### src/rtl/row_pointer_encoder.sv
// row_pointer_encoder
//
// Purpose:
//   Counts the nonzero weights in each kernel row of ROW_LEN weights and packs
//   each row's count into a CNT_W-bit field of a PW-bit pointer word. The first
//   row of a word sits in the MSBs. A word is emitted when it holds
//   PTRS_PER_WORD rows, or when the job's last row completes. A partial final
//   word has its unwritten fields at zero.
//
// Ports:
//   clk        rising-edge clock
//   rst_n      asynchronous active-low reset
//   start      job-start pulse; honoured only when idle
//   num_rows   rows in the job (16 bits), sampled on start
//   busy       high while a job is active (ACCUM or EMIT)
//   w_valid    weight stream valid
//   w_ready    weight stream ready; high only in ACCUM
//   w_data     weight value (DATA_W bits)
//   ptr_valid  pointer word valid; high in EMIT
//   ptr_ready  pointer word ready
//   ptr_word   packed row-pointer word (PW = CNT_W*PTRS_PER_WORD bits)
//   ptr_last   marks the word that holds the job's final row
//   done       one-cycle job-complete pulse
//   nz_total   (only with RPTR_STATS_EN) saturating count of accepted
//              nonzero weights in the current/last job
//
// Configuration macro:
//   RPTR_STATS_EN  adds the nz_total output and its counter.
//
// Constraint: ROW_LEN must not exceed 2**CNT_W - 1, so that both the
// weight-in-row counter and the nonzero count fit in CNT_W bits.

module row_pointer_encoder #(
  parameter int DATA_W        = 8,
  parameter int ROW_LEN       = 3,
  parameter int CNT_W         = 3,
  parameter int PTRS_PER_WORD = 36,
  localparam int PW           = CNT_W * PTRS_PER_WORD
) (
  input  logic              clk,
  input  logic              rst_n,
  input  logic              start,
  input  logic [15:0]       num_rows,
  output logic              busy,
  input  logic              w_valid,
  output logic              w_ready,
  input  logic [DATA_W-1:0] w_data,
  output logic              ptr_valid,
  input  logic              ptr_ready,
  output logic [PW-1:0]     ptr_word,
  output logic              ptr_last,
`ifdef RPTR_STATS_EN
  output logic [15:0]       nz_total,
`endif
  output logic              done
);

  // Width of the field index within a word; at least one bit so that a
  // single-field configuration still elaborates.
  localparam int K_W = (PTRS_PER_WORD > 1) ? $clog2(PTRS_PER_WORD) : 1;

  typedef enum logic [1:0] {
    S_IDLE  = 2'd0,
    S_ACCUM = 2'd1,
    S_EMIT  = 2'd2
  } state_t;

  state_t             r_state;
  logic [15:0]        r_rows_total;
  logic [15:0]        r_rows_done;
  logic [CNT_W-1:0]   r_wcnt;
  logic [CNT_W-1:0]   r_nz;
  logic [K_W-1:0]     r_k;
  logic [PW-1:0]      r_word;
  logic               r_busy;
  logic               r_w_ready;
  logic               r_ptr_valid;
  logic               r_ptr_last;
  logic               r_done;

  logic               w_accept;
  logic               w_nonzero;
  logic [CNT_W-1:0]   w_nz_next;
  logic               w_row_end;
  logic [15:0]        w_rows_done_next;
  logic               w_job_end;
  logic               w_word_full;

  // w_ready is registered and is high exactly in ACCUM, so it doubles as the
  // state qualifier for accepting a weight.
  assign w_accept         = r_w_ready && w_valid;
  assign w_nonzero        = |w_data;
  assign w_nz_next        = r_nz + CNT_W'(w_nonzero);
  assign w_row_end        = (r_wcnt == CNT_W'(ROW_LEN - 1));
  assign w_rows_done_next = r_rows_done + 16'd1;
  assign w_job_end        = (w_rows_done_next == r_rows_total);
  assign w_word_full      = (r_k == K_W'(PTRS_PER_WORD - 1));

  // Control FSM and datapath. Outputs are registered and updated together
  // with the state so that each one reflects the state it belongs to.
  always_ff @(posedge clk or negedge rst_n) begin
    if (!rst_n) begin
      r_state      <= S_IDLE;
      r_rows_total <= '0;
      r_rows_done  <= '0;
      r_wcnt       <= '0;
      r_nz         <= '0;
      r_k          <= '0;
      r_word       <= '0;
      r_busy       <= 1'b0;
      r_w_ready    <= 1'b0;
      r_ptr_valid  <= 1'b0;
      r_ptr_last   <= 1'b0;
      r_done       <= 1'b0;
    end else begin
      r_done <= 1'b0;
      case (r_state)
        S_IDLE: begin
          if (start) begin
            if (num_rows != 16'd0) begin
              r_rows_total <= num_rows;
              r_rows_done  <= '0;
              r_wcnt       <= '0;
              r_nz         <= '0;
              r_k          <= '0;
              r_word       <= '0;
              r_busy       <= 1'b1;
              r_w_ready    <= 1'b1;
              r_state      <= S_ACCUM;
            end else begin
              // Empty job: report completion without ever going busy.
              r_done <= 1'b1;
            end
          end
        end

        S_ACCUM: begin
          if (w_accept) begin
            if (w_row_end) begin
              // Last weight of the row: its count lands directly in field k.
              for (int i = 0; i < PTRS_PER_WORD; i++) begin
                if (r_k == K_W'(i)) begin
                  r_word[PW-1-CNT_W*i -: CNT_W] <= w_nz_next;
                end
              end
              r_wcnt      <= '0;
              r_nz        <= '0;
              r_rows_done <= w_rows_done_next;
              if (w_word_full || w_job_end) begin
                r_state     <= S_EMIT;
                r_w_ready   <= 1'b0;
                r_ptr_valid <= 1'b1;
                r_ptr_last  <= w_job_end;
              end else begin
                r_k <= r_k + K_W'(1);
              end
            end else begin
              r_wcnt <= r_wcnt + CNT_W'(1);
              r_nz   <= w_nz_next;
            end
          end
        end

        S_EMIT: begin
          // Word, last flag and valid are held untouched until the handshake.
          if (ptr_ready) begin
            r_ptr_valid <= 1'b0;
            r_ptr_last  <= 1'b0;
            if (r_ptr_last) begin
              r_state <= S_IDLE;
              r_busy  <= 1'b0;
              r_done  <= 1'b1;
            end else begin
              r_word    <= '0;
              r_k       <= '0;
              r_w_ready <= 1'b1;
              r_state   <= S_ACCUM;
            end
          end
        end

        default: begin
          r_state     <= S_IDLE;
          r_busy      <= 1'b0;
          r_w_ready   <= 1'b0;
          r_ptr_valid <= 1'b0;
          r_ptr_last  <= 1'b0;
        end
      endcase
    end
  end

  assign busy      = r_busy;
  assign w_ready   = r_w_ready;
  assign ptr_valid = r_ptr_valid;
  assign ptr_word  = r_word;
  assign ptr_last  = r_ptr_last;
  assign done      = r_done;

`ifdef RPTR_STATS_EN
  logic [15:0] r_nz_total;

  function automatic logic [15:0] sat_inc16(input logic [15:0] v);
    return (v == 16'hFFFF) ? v : v + 16'd1;
  endfunction

  // Cleared by any start seen in IDLE; otherwise it holds across done so the
  // last job's total stays readable.
  always_ff @(posedge clk or negedge rst_n) begin
    if (!rst_n) begin
      r_nz_total <= '0;
    end else if ((r_state == S_IDLE) && start) begin
      r_nz_total <= '0;
    end else if (w_accept && w_nonzero) begin
      r_nz_total <= sat_inc16(r_nz_total);
    end
  end

  assign nz_total = r_nz_total;
`endif

endmodule

### config.mk
export PLATFORM = sky130hd
export DESIGN_NAME = row_pointer_encoder
export DESIGN_NICKNAME = d
export VERILOG_FILES = /design/src/rtl/row_pointer_encoder.sv
export SDC_FILE = /design/constraint.sdc
export NUM_CORES = 1
export LEC_CHECK = 0
export ABC_AREA = 1
export BUFFER_PORTS_ARGS = -buffer_cell sky130_fd_sc_hd__buf_2
export CORE_MARGIN = 2
export CORE_UTILIZATION = 55
export DETAILED_ROUTE_END_ITERATION = 12
export HOLD_SLACK_MARGIN = 0.03
export PLACE_DENSITY = 0.78
export SYNTH_ARGS = -nofsm -noshare
export SYNTH_HDL_FRONTEND = slang
export SYNTH_SLANG_ARGS = --single-unit
### constraint.sdc
create_clock -name clk -period 2.4 [get_ports clk]
set_input_delay 0 -clock clk [delete_from_list [all_inputs] [get_ports clk]]
set_output_delay 0 -clock clk [all_outputs]
set_load 0.01 [all_outputs]
---- After elaboration in Yosys (flattened, before gate mapping) ----
Cells that the tools add are included.
word-level totals
  register bits ........................... 159
  word-level logic and storage cells ...... 286
operators by class
  add/sub/neg operators ................... 4
  equality and inequality tests ........... 84
  muxes and demuxes ....................... 97
  bitwise operators ....................... 2
  reduce and logical (&&, ||, !) cells .... 52
operators by type and width
  operator               number
  $mux 108               6
  $pmux 108 s3           1
  $reduce_and 8->1       37
  $mux 3                 42
  $eq 6x5->1 const B     16
  $ne 2x2->1 const B     45
  $mux 16                4
  $eq 6x4->1 const B     8
  $mux 6                 7
  $pmux 16 s2            1
  $eq 6x3->1 const B     4
  $eq 6x6->1 const B     4
  $mux 1                 21
  $pmux 6 s3             1
  $add 16x1->16 const B  1
  $eq 16x16->1           1
  $reduce_bool 16->1     1
  $reduce_and 5->1       3
  $eq 6x2->1 const B     2
  $mux 2                 6
  $pmux 1 s3             4
  $pmux 3 s2             2
  $reduce_or 8->1        1
  $reduce_and 7->1       1
  other kinds (19)       20

---- Logic depth before layout (Yosys ltp) ----
  depth after elaboration ................. 7
  depth in mapped cells ................... 17
  gate-level depth less buffers ........... 17

---- Worst setup path after synthesis ----
Ideal clock, no wire load.
  path type ............................... register to register
  start point ............................. register r_rows_done[0]
  end point ............................... register r_ptr_valid, in the netlist ptr_valid
  setup time .............................. 0.124 ns
  data arrival time ....................... 1.772 ns
  slack ................................... 0.503 ns
  cell stages (with the launch flop) ...... 17
  clock period less this slack ............ 1.897 ns
  cells stage by stage .................... dfrtp_1 -> ha_1 -> nand2_2 -> nor2_4 -> nand2_2 -> nand2_2 -> nand2_1 -> nand2_1 -> nand2_1 -> nor2_1 -> nand2_1 -> nor2_1 -> nand3_1 -> nand2_2 -> nand2_1 -> nand2_1 -> o21ai_1
on the way
  cells in the longest elaborated chain, start to end .. 5
ends and longest elaborated chain
  item                        line  text
  start, declared             70    logic [15:0] r_rows_done;
  start signal, assigned      148   r_rows_done <= w_rows_done_next;
  $add 16x1->16               95    assign w_rows_done_next = r_rows_done + 16'd1;
  $eq 16x16->1                96    assign w_job_end = (w_rows_done_next == r_rows_total);
  $logic_or 1x1->1            149   if (w_word_full || w_job_end) begin
  $ne 2x2->1 (no line)        n/a
  $reduce_and 5->1 (no line)  n/a
  end signal, assigned        112   r_ptr_valid <= 1'b0;
  end signal, assigned        152   r_ptr_valid <= 1'b1;
  end signal, assigned        167   r_ptr_valid <= 1'b0;
  end, declared               77    logic r_ptr_valid;
No other way between the ends.
A chain may end at the register's enable or synchronous reset.

---- Worst setup path in the final report ----
  start point ............................. register r_rows_done[1]
  end point ............................... register r_k[0]
on the way
  cells in the longest elaborated chain, start to end .. 5
ends and longest elaborated chain
  item                        line  text
  $add 16x1->16               95
  $eq 16x16->1                96
  $logic_or 1x1->1            149
  $ne 2x2->1 (no line)        n/a
  $reduce_and 8->1 (no line)  n/a
  end signal, assigned        155   r_k <= r_k + K_W'(1);
  end, declared               73    logic [K_W-1:0] r_k;
No other way between the ends.

==> impl_metrics.yaml <==
run_status:
  status: "complete, no violations"
sta:
  finalHoldViolations: 0
  tns_ps: 0
  rsz0062_at_grt: "false"
  tightest_slew_ps: 691
  max_freq_ghz: 0.464
  worst_hold_slack_ps: 78.2
  fin_skew_ps: 14.6
  finalCriticalPeriod_ps: 2150
  finalSetupViolCount: 0
  finalMaxSlewViolations: 0
  fin_crit_sh: 0.898
  worst_slew_margin_rel: 0.539
final_layout:
  layout.cells.non_filler: 1232
  regArea_sq_mm: 0.00398
  final_cell_mix: "nand2_1 (299), dfrtp_1 (158), buf_2 (140)"
  drive_gt1_frac: 0.204
  nets: 1079
  fillers: 1054
  final_common_cell: "nand2_1"
  num_antenna_cells: 0
  multi_input_area_sq_mm: 0.00297
  syn_to_final_growth_pct: 24.3
clock_network:
  cts_setup_buffers: 0
  htree_levels: 4
  numCtsBuffers: 17
  cts_tree: "done"
  clockBufferDepth: 2
  clock_sinks: 159
  path_clk_slew_ps: 60
  cts_root_buf: "clkbuf_16"
  clock_latency_ps: 430
logic_synthesis:
  ys_types: 32
  avgSynthCellArea_sq_um: 8.32
  synth_top_area_share: 0.547
  yosys_register_bits: 159
  syn-num-nets: 910
  synth_area_leaders: "dfrtp_1 (55%), nand2_1 (15%), o21ai_0 (9.1%)"
  netlist_area_sq_mm: 0.00728
  ys_warn_count: 0
  synthCells: 874
  seq_area_frac_synth: 0.547
  synth_area_leader_cell: "dfrtp_1"
global_route:
  grt_max_degree: 74
  grt_pass1_vias: 6458
  grt_use_total: 0.284
  grt-ovfl-total: 0
  grt_pass1_wl_um: 31800
  antenna_found_initial: 0
worst_setup_path:
  r2r-start: "r_rows_done[1]$_DFFE_PN0P_"
  critPathLaunchType: "flip-flop"
  worstPathCellList: "ha_2 > nand2_2 > nor2_4 > nand2_2 > nand2_2 > nand2_1 > nand2_1 > nand2_1 > nor2_1 > nand2_1 > nor2_1 > nand3_1 > nand2_2 > nand2_4 > nand2_4 > nand2_1 > nand2_1"
  endpoint_kind: "flip-flop"
  r2r_slack_ps: 250
  slowest_delay_ps: 410
  cp_common_cell: "nand2_1"
  path_class: "flip-flop to flip-flop"
  cp.required_ps: 2770
  critPathLaunch: "r_rows_done[1]$_DFFE_PN0P_"
  cp_slowest_cell: "dfrtp_1"
  critPathArrivalTime_ps: 2520
  worstPathMaxFanout: 7
drt:
  drt_iter0_markers: 533
  vias_per_cell: 5.42
  drc: 0
  drtAntennaViolNets: 0
  routed_wl_um: 19000
  wl_per_cell_um: 15.4
  vias: 6680
  drtPass1Iterations: 6
power_and_ir_drop:
  swShare: 0.406
  ir_worst_vdd_mv: 0.698
  p_clk_frac: 0.256
  combPwrFrac: 0.392
  p_int_mw: 6.46
  seq_power_share: 0.352
  p_sw_mw: 4.41
  p_leak_nw: 4.55
  power_density_mw_per_mm2: 1200
floorplanning:
  ios: 142
  die_y_um: 119
  core_area_sq_mm: 0.0131
  die-area_sq_mm: 0.0142
  fp-row-count: 42
  die_width_um: 119
  start_util: 0.556
place:
  portBuffers: 141
  globalplace.congestion: 0.901
  dp_cells: 1181
  place_hpwl_um: 13200
job:
  cap_viol_max_count: 0
min_path:
  hp-class: "primary input to flip-flop"
  worstHoldStart: "w_data[6]"
## per-stage QoR
| step | worst slack (ps) | instance area [sq um] | utilization | total power [mW] |
|---|---|---|---|---|
| after global placement | 302 | 8240 | 0.630 | 7.98 |
| final | 245 | 9040 | 0.691 | 10.9 |
| after floorplan | 503 | 7280 | - | 6.55 |
| after global routing | 18.8 | 9040 | 0.691 | 11.6 |
| after detailed placement | 187 | 8240 | 0.630 | 8.08 |
| after CTS | 186 | 9040 | 0.691 | 10.9 |
## cell usage after synthesis (all sizes together)
cell       n
nand3     54
buf        9
nand3b     6
ha         7
nor3       6
dfrtp    159
o22ai     10
a22o       1
xor2       2
a21oi      8
a2111oi    1
nor4       5
nor2      43
clkinv     1
o21ai    168
inv       54
o22a       1
nand2    309
xnor2      2
nand4     11
or2        1
clkbuf    16
## area by class of cell
class	count	area share
clock buffers	23	0.0529
clock inverters	9	0.0145
inverters	55	0.0228
multi-input cells	635	0.329
flip-flops and latches	159	0.440
well taps	176	0.0244
repair buffers	175	0.116
## final timing paths
| kind | to | cells past startpoint |
|---|---|---|
| min in group asynchronous | busy$_DFFE_PN0P_ | 2 |
| worst max register to register | r_k[0]$_DFFE_PN0P_ | 17 |
| worst max-delay path | r_k[0]$_DFFE_PN0P_ | 17 |
| worst min register to register | busy$_DFFE_PN0P_ | 2 |
| worst min-delay path | r_nz[0]$_DFFE_PN0P_ | 6 |
| max in group asynchronous | r_rows_done[0]$_DFFE_PN0P_ | 3 |
## routing by layer
metal | GRT usage | up-vias | routed length, um
met1 | 0.364 | 3172 | 7970
met5 | 0 | - | 0
met3 | 0.0493 | 42 | 965
met4 | 0.118 | 0 | 450
li1 | - | 3226 | -
met2 | 0.478 | 240 | 9640
## power by group through the flow
stage / clock, mW / sequential [mW] / combinational (mW)
3_5_place_dp: 0 / 3.84 / 4.24
6_report: 2.79 / 3.82 / 4.26
5_1_grt: 2.92 / 3.89 / 4.84
4_1_cts: 2.81 / 3.81 / 4.29
3_3_place_gp: 0 / 3.84 / 4.15
2_1_floorplan: 0 / 3.98 / 2.56
## cells by family (layout without fill, tap and decap cells)
group | after synthesis | count (layout) | share of synthesized area
adders and majority gates | 7 | 7 | 0.0120
and+or+nand+nor | 435 | 435 | 0.257
buffers and inverters | 80 | 262 | 0.0447
AOI/OAI and AO/OA | 189 | 189 | 0.135
DFF | 159 | 159 | 0.547
xor gates and xnor gates | 4 | 4 | 0.00482
## registers in the layout, indices dropped and copies added, names as in the netlist
signal / cells
busy: 1
done: 1
ptr_last: 1
ptr_valid: 1
ptr_word: 108
r_k: 6
r_nz: 3
r_rows_done: 16
r_rows_total: 16
r_state: 2
r_wcnt: 3
w_ready: 1
## critical path, delay by kind of cell, from the launching register on
kind          cells  cell delay [ps]
fa+ha+maj         1              230
flops             1              410
simple gates     16             1450
## what timing repair did
action,4_1_cts,5_1_grt
hold buffers,19,0
endpoints found under the hold margin,89,0
setup endpoints to repair,0,8
resized for setup,0,2
(Power assumes the default switching activity.)
